## src/rtl/axi2mem_rd_resp_buffer.sv

```systemverilog
// Read-side AXI-to-memory adapter: credit-limited 64-bit reads with
// an in-order response buffer and a matching ID/last tag queue.
module axi2mem_rd_resp_buffer #(
  parameter int DEPTH      = 4,
  parameter int ID_WIDTH   = 6,
  parameter int ADDR_WIDTH = 32
) (
  input  logic                     clk_i,
  input  logic                     rst_i,
  input  logic [1:0]               trans_req_i,
  input  logic [1:0][31:0]         trans_add_i,
  input  logic [1:0][ID_WIDTH-1:0] trans_id_i,
  input  logic [1:0]               trans_last_i,
  output logic [1:0]               trans_gnt_o,
  output logic                     mem_req_o,
  output logic [ADDR_WIDTH-1:0]    mem_add_o,
  input  logic                     mem_gnt_i,
  input  logic                     mem_r_valid_i,
  input  logic [63:0]              mem_r_rdata_i,
  output logic [63:0]              data_dat_o,
  output logic [ID_WIDTH-1:0]      data_id_o,
  output logic                     data_last_o,
  output logic                     data_gnt_o,
  input  logic                     data_req_i,
  output logic                     err_o
);

  localparam int PW = $clog2(DEPTH);
  localparam int CW = $clog2(DEPTH + 1);

  typedef struct packed {
    logic [ID_WIDTH-1:0] id;
    logic                last;
  } tag_t;

  logic [CW-1:0] outstanding;
  logic [CW-1:0] inflight;
  logic [PW:0]   tag_wr;
  logic [PW:0]   tag_rd;
  logic [PW:0]   dat_wr;
  logic [PW:0]   dat_rd;
  tag_t          tag_mem [DEPTH];
  logic [63:0]   dat_mem [DEPTH];

  logic credit_ok;
  logic accept;
  logic rsp_ok;
  logic stray;
  logic pop;
  logic dat_empty;
  tag_t tag_in;
  tag_t tag_head;

  assign credit_ok = outstanding < CW'(DEPTH);
  assign trans_gnt_o = {2{mem_gnt_i & credit_ok}};
  assign mem_req_o = (trans_req_i == 2'b11) & credit_ok;
  assign mem_add_o = {trans_add_i[0][ADDR_WIDTH-1:3], 3'b000};
  assign accept = mem_req_o & mem_gnt_i;

  assign rsp_ok = mem_r_valid_i & (inflight != '0);
  assign stray  = mem_r_valid_i & (inflight == '0);

  assign dat_empty  = (dat_wr == dat_rd);
  assign data_gnt_o = ~dat_empty;
  assign pop        = data_req_i & data_gnt_o;

  assign tag_in.id   = trans_id_i[0];
  assign tag_in.last = trans_last_i[0];

  assign tag_head    = tag_mem[tag_rd[PW-1:0]];
  assign data_dat_o  = dat_mem[dat_rd[PW-1:0]];
  assign data_id_o   = tag_head.id;
  assign data_last_o = tag_head.last;

  logic unused_bits;
  assign unused_bits = ^{trans_add_i[1], trans_add_i[0][2:0],
                         trans_id_i[1], trans_last_i[1]};

  // credit is released only by a pop, so a pop cannot re-grant in-cycle
  always_ff @(posedge clk_i or posedge rst_i) begin
    if (rst_i) begin
      outstanding <= '0;
      inflight    <= '0;
      err_o       <= 1'b0;
    end else begin
      unique case ({accept, pop})
        2'b10:   outstanding <= outstanding + CW'(1);
        2'b01:   outstanding <= outstanding - CW'(1);
        default: outstanding <= outstanding;
      endcase
      unique case ({accept, rsp_ok})
        2'b10:   inflight <= inflight + CW'(1);
        2'b01:   inflight <= inflight - CW'(1);
        default: inflight <= inflight;
      endcase
      if (stray) err_o <= 1'b1;
    end
  end

  always_ff @(posedge clk_i or posedge rst_i) begin
    if (rst_i) begin
      tag_wr <= '0;
      tag_rd <= '0;
      for (int i = 0; i < DEPTH; i++) tag_mem[i] <= '0;
    end else begin
      if (accept) begin
        tag_mem[tag_wr[PW-1:0]] <= tag_in;
        tag_wr <= tag_wr + (PW+1)'(1);
      end
      if (pop) tag_rd <= tag_rd + (PW+1)'(1);
    end
  end

  always_ff @(posedge clk_i or posedge rst_i) begin
    if (rst_i) begin
      dat_wr <= '0;
      dat_rd <= '0;
      for (int i = 0; i < DEPTH; i++) dat_mem[i] <= '0;
    end else begin
      if (rsp_ok) begin
        dat_mem[dat_wr[PW-1:0]] <= mem_r_rdata_i;
        dat_wr <= dat_wr + (PW+1)'(1);
      end
      if (pop) dat_rd <= dat_rd + (PW+1)'(1);
    end
  end

endmodule

```

## config.mk

```make
export PLATFORM = sky130hd
export DESIGN_NAME = axi2mem_rd_resp_buffer
export DESIGN_NICKNAME = d
export VERILOG_FILES = /design/src/rtl/axi2mem_rd_resp_buffer.sv
export SDC_FILE = /design/constraint.sdc
export NUM_CORES = 1
export LEC_CHECK = 0
export BUFFER_PORTS_ARGS = -buffer_cell sky130_fd_sc_hd__buf_2
export CAP_MARGIN = 20
export CORE_MARGIN = 2
export CORE_UTILIZATION = 60
export DETAILED_ROUTE_END_ITERATION = 6
export HOLD_SLACK_MARGIN = 0.06
export PLACE_DENSITY = 0.91
export SLEW_MARGIN = 20
export SYNTH_ARGS = -nofsm -noshare
export SYNTH_HDL_FRONTEND = slang
export SYNTH_SLANG_ARGS = --single-unit
```

## constraint.sdc

```tcl
create_clock -name clk_i -period 13.8 [get_ports clk_i]
set_clock_uncertainty 0.05 [all_clocks]
set_input_delay 0.69 -clock clk_i [delete_from_list [all_inputs] [get_ports clk_i]]
set_output_delay 0.69 -clock clk_i [all_outputs]
set_load 0.005 [all_outputs]
```

==> results of run 1 <==
[placed cells by master (no fill, tap or decap), drive strengths merged, types with 2 or more instances in the layout]
master	instances
dfrtp	301
mux2	284
buf	158
mux4	71
clkbuf	46
nand2	14
inv	13
ha	11
xnor2	10
clkinv	6
xor2	5
nand3	4
nor2	4
o21ai	3
conb	3
bufinv	3
a21o	2
mux2i	2
fa	2
clkinvlp	2
[worst register-to-register path, cell delays in order (launching register included)]
cell,delay (ns)
dfrtp_1,0.43
o31a_1,0.49
nand2_4,0.46
buf_4,0.79
mux2_2,0.44
[sequential cells by signal, summed over array words and instances, names as in the netlist]
signal and count:
tag_mem 28, tag_rd 2, tag_wr 2, outstanding 3, err_o 1, dat_rd 3, dat_mem 256, inflight 3
dat_wr 3
[routing by layer]
layer / vias to the layer above / global-route usage, %
met5: - / 0
met4: 2 / 5.82
met3: 43 / 5.15
met2: 174 / 37.5
met1: 3921 / 29.5
li1: 3190 / -
[cell families after synthesis]
logic type               after synthesis  synth area share [%]
multiplexers                         357                  36.5
other                                  1                0.0274
flip-flops                           301                  55.0
buffers and inverters                 90                  4.58
adder cells (fa/ha/maj)               13                  1.30
AO/OA/AOI/OAI                         10                 0.493
AND/OR/NAND/NOR                       28                  1.12
XOR/XNOR                              15                 0.959
[layout make-up]
cell class | count | area (um^2)
sequential | 301 | 7540
tap | 285 | 357
timing repair buffer | 158 | 807
multi-input combinational | 426 | 5550
clock buffer | 46 | 912
inverter | 14 | 65.1
fill | 1476 | 7140
clock inverter | 10 | 134
[power breakdown]
group	switching, W	internal [W]	leakage [nW]	total [W]
clock	0.000331	0.000510	0.510	0.000841
sequential	0.000274	0.00134	3.59	0.00161
combinational	0.000575	0.000961	2.93	0.00154
[stage by stage]
| step | setup slack [ns] | cells |
|---|---|---|
| 3_5_place_dp | 10.63 | 1184 |
| 2_1_floorplan | 4.74 | 817 |
| 5_1_grt | 9.91 | 1240 |
| 4_1_cts | 10.05 | 1240 |
| 6_report | 10.15 | 1240 |
| 3_3_place_gp | 10.65 | 1184 |
[worst paths after layout]
check / end / depth (start not counted) / from
worst max-delay path: data_dat_o[12] / 3 / dat_rd[0]$_DFFE_PP0P_
worst min-delay path: dat_mem[77]$_DFFE_PP0P_ / 2 / rst_i
worst max register to register: dat_mem[44]$_DFFE_PP0P_ / 4 / inflight[0]$_DFFE_PP0P_
worst min register to register: err_o$_DFFE_PP0P_ / 1 / err_o$_DFFE_PP0P_
max in group asynchronous: dat_mem[226]$_DFFE_PP0P_ / 3 / rst_i
min in group clk_i: err_o$_DFFE_PP0P_ / 2 / mem_r_valid_i
==> metrics.csv, run 1 <==
metric;value;unit
status;completed;
Final Slew Violations;0;
Core Region;0.0225;mm^2
DIE HEIGHT;155;um
Fmax achieved;274;MHz
cts bufs inserted;31;
Overflow after GRT;0;
met2 wire length;13.0;mm
IO Pins;257;
worst reg-to-reg setup slack;11.02;ns
kind of critical path;reg2out;
via count;7330;
minimum clock period;3.65;ns
FP Rows;55;
vias per cell;5.91;
crit path buf inv count;2;
PD cells;259;mW/mm^2
max layer used;met5;
Placed Instance Area;0.0143;mm^2
H-tree Lvls;1;
Worst-Margin Slew;1.08;ns
first-pass GRT wire length;42.4;mm
HP Class;in2async;
Top Family by Delay on Critical Path;buffers and inverters;
Fin Hold WS;0.157;ns
Inserted Diodes;0;
Port Buf Inserts;153;
Layout area overhead;12.1;%
HPWL Detailed;15.5;mm
CP Data Arrival Time;2.91;ns
Die W;155;um
met3 wire len;1.51;mm
Final setup viols;0;
drt wl/cell;20.9;um
post-route DRC violation count;0;
crit share post-route;26.4;%
critical path's slowest cell;buf_4;
Slew HR;28.1;%
vias in the first global route;8010;
Post-Syn Area;0.0137;mm^2
cell taking the most area after synthesis;dfrtp_1;
share of the synthesized area in the top cell type;55.0;%
RSZ-0062 raised after global routing;no;
Synth top cells by count;301 x dfrtp_1, 218 x mux2_2, 71 x mux4_2, 56 x buf_4, 50 x mux2_4;
total power;0.00399;W
sequential fraction of the synthesis area;55.0;%
Core Util, Final;68.3;%
number of detailed-route iterations in the first pass;4;
Post-synth EDFFs;0;
most common cell in the netlist;dfrtp_1;
cell count after synthesis;815;
Yosys cell types;36;
Metal-1 WL;10.9;mm
Setup Fix Bufs, Post-CTS;0;
Hold Buf Count CTS;0;
Yosys Warn Count;0;
Async S/R FF share, synth;100;%
Syn Area/Cell;16.8;um^2
GRT Resource Usage Total;22.2;%
final hold vios;0;
startpoint class of the critical path;register;
effective utilization at floorplan;60.9;%
Most used DFF post-synth;dfrtp_1;
Root Driver;clkbuf_16;
Leakage;7.03;nW
die footprint;0.0241;mm^2
Sink Count;301;
TritonCTS clock tree;done;
critical path cell sequence;buf_4 -> mux4_2 -> buf_2;
Max Cap Violations;0;
post-route setup TNS;0;ns
number of synthesized register bits;301;
post-CTS sizing;0;
final wirelength;25.9;mm
CP Max Fanout;43;
CTS clk-pin slew, worst paths;0.06;ns
clock tree buffer depth;3;
Routed Antenna Nets;0;
nets;1094;
ranking of synthesized cells by area;dfrtp_1 55%, mux2_2 18%, mux4_2 12%, mux2_4 5.5%, buf_4 3.1%;
Finished Cell Area;0.0154;mm^2
initial detailed-routing violation count;353;
worst vdd ir;166;uV
layout cells sized above 1;58.0;%
CP max stage delay;0.78;ns
placer congestion estimate;0.748;
CP Capture Type;primary output;
Critical Path RT;13.06;ns
initial antenna violation count;1;
clk_lat worst skew;0.54;ns
pin count of the biggest net entering global routing;148;
Note: power is estimated with default switching activity, not from simulation.
==> run 2: changes to the inputs <==
Settings changed: CORE_UTILIZATION 60 to 50, PLACE_DENSITY 0.91 to 0.82.
Clock period 13.8 ns to 3 ns, I/O delays scaled along.
==> metrics.csv, run 2 (synthesis results as in run 1) <==
metric;value;unit
vias per cell;5.45;
Fmax achieved;392;MHz
crit share post-route;85.0;%
status;completed;
Hold Buf Count CTS;74;
Setup Fix Bufs, Post-CTS;0;
vias in the first global route;8465;
FF/Latch Area;0.00754;mm^2
most common library cell in the layout ignoring fill and taps;dfrtp_1;
Routed Antenna Nets;0;
final hold vios;0;
Pint;0.0131;W
initial antenna violation count;1;
first-pass GRT wire length;44.9;mm
Overflow after GRT;0;
Final setup viols;0;
Layout area overhead;20.3;%
most frequent cells in the layout;299 x dfrtp_1, 218 x mux2_2, 153 x buf_2;
Max Cap Violations;0;
nets;1188;
worst vdd ir;627;uV
Worst Slack Setup Final;0.451;ns
Die W;170;um
TritonCTS clock tree;done;
initial detailed-routing violation count;335;
post-route DRC violation count;0;
layout cells sized above 1;55.0;%
startpoint class of the critical path;register;
cts bufs inserted;31;
final wirelength;27.3;mm
number of detailed-route iterations in the first pass;4;
total power;0.0186;W
IO Pins;257;
area of the multi-input gates;0.00555;mm^2
number of flip-flops in the largest register;256;
Sink Count;301;
Core Region;0.0270;mm^2
die footprint;0.0287;mm^2
part of the power in the clock network;20.9;%
Leakage;7.51;nW
Worst-Margin Slew;1.07;ns
combinational share of power;40.1;%
clk_lat worst skew;0.54;ns
CTS clk-pin slew, worst paths;0.06;ns
HP Class;in2async;
post-CTS sizing;0;
Final Slew Violations;0;
largest registers;dat_mem (256), tag_mem (28);
dpl ws;0.699;ns
Slew HR;28.7;%
CP Capture Type;primary output;
pin count of the biggest net entering global routing;68;
Sequential Power Share;39.0;%
Psw;0.00550;W
CP Data Arrival Time;2.35;ns
via count;7587;
Root Driver;clkbuf_16;
kind of critical path;reg2out;
RSZ-0062 raised after global routing;no;
placer congestion estimate;0.740;
effective utilization at floorplan;50.8;%
clock tree buffer depth;3;
PD cells;1130;mW/mm^2
Critical Path RT;2.80;ns
GRT Resource Usage Total;19.6;%
FP Rows;60;
Reg with most FFs;dat_mem;
CP Max Fanout;67;
H-tree Lvls;1;
Sw Ratio;29.6;%
Port Buf Inserts;153;
HPWL Detailed;16.4;mm
DIE HEIGHT;170;um
drt wl/cell;19.6;um
minimum clock period;2.55;ns
Filler cells;1943;
[run 2: cell types whose count changed in the layout (fill, tap and decap cells not counted), sizes merged]
cell | previous run | this run
buf | 158 | 178
clkinv | 6 | 8
dlygate4sd3 | 0 | 74
bufinv | 3 | 2
diode | 0 | 1
[run 2: per-layer routing]
layer,global-route usage (%),part of all wire (%),vias up
met1,26.1,44,4016
met5,0,0,-
met4,5.28,2.6,0
met3,3.64,4.2,45
li1,-,-,3372
met2,33.2,49,154
[run 2: power by group through the flow]
stage | sequential, W | combinational (W) | clock (W)
floorplan | 0.00687 | 0.00562 | 0
global placement | 0.00715 | 0.00720 | 0
detailed placement | 0.00728 | 0.00742 | 0
CTS | 0.00724 | 0.00753 | 0.00398
global route | 0.00751 | 0.00808 | 0.00414
finish | 0.00725 | 0.00745 | 0.00388
[run 2: cell type report]
| cell class | instances | share of cell area [%] |
|---|---|---|
| clock inverters | 11 | 0.653 |
| repair buffers | 252 | 11.3 |
| well taps | 341 | 2.59 |
| clock buffers | 46 | 5.72 |
| inverters | 14 | 0.342 |
| diodes | 1 | 0.0152 |
| flip-flops and latches | 301 | 45.7 |
| multi-input cells | 426 | 33.7 |
[run 2: worst paths after layout]
kind | cells past startpoint | start | slack [ns] | endpoint
hold / removal | 3 | rst_i | 0.07 | err_o$_DFFE_PP0P_
min in group clk_i | 3 | mem_gnt_i | 0.10 | tag_wr[0]$_DFFE_PP0P_
setup reg to reg | 9 | dat_rd[0]$_DFFE_PP0P_ | 0.72 | outstanding[2]$_DFFE_PP0P_
max in group asynchronous | 5 | rst_i | 2.02 | dat_mem[198]$_DFFE_PP0P_
hold reg to reg | 1 | err_o$_DFFE_PP0P_ | 0.42 | err_o$_DFFE_PP0P_
setup / recovery | 3 | dat_rd[1]$_DFFE_PP0P_ | 0.45 | data_dat_o[27]
[run 2: worst max-delay path: stages (launching register included)]
cell and delay [ns]:
dfrtp_2 0.36, buf_4 0.81, mux4_2 0.44, buf_2 0.15
[run 2: metrics by stage]
| step | cell area, um^2 | std cells | hold WS [ns] | TNS [ns] | utilization, % |
|---|---|---|---|---|---|
| 2_1_floorplan | 13700 | 817 | 0.217 | -361.51 | - |
| 3_3_place_gp | 14700 | 1259 | 0.250 | 0 | 54.4 |
| 3_5_place_dp | 14700 | 1259 | 0.250 | 0 | 54.4 |
| 4_1_cts | 16500 | 1390 | 0.0733 | 0 | 61.1 |
| 5_1_grt | 16500 | 1392 | 0.0773 | 0 | 61.2 |
| 6_report | 16500 | 1392 | 0.0748 | 0 | 61.2 |
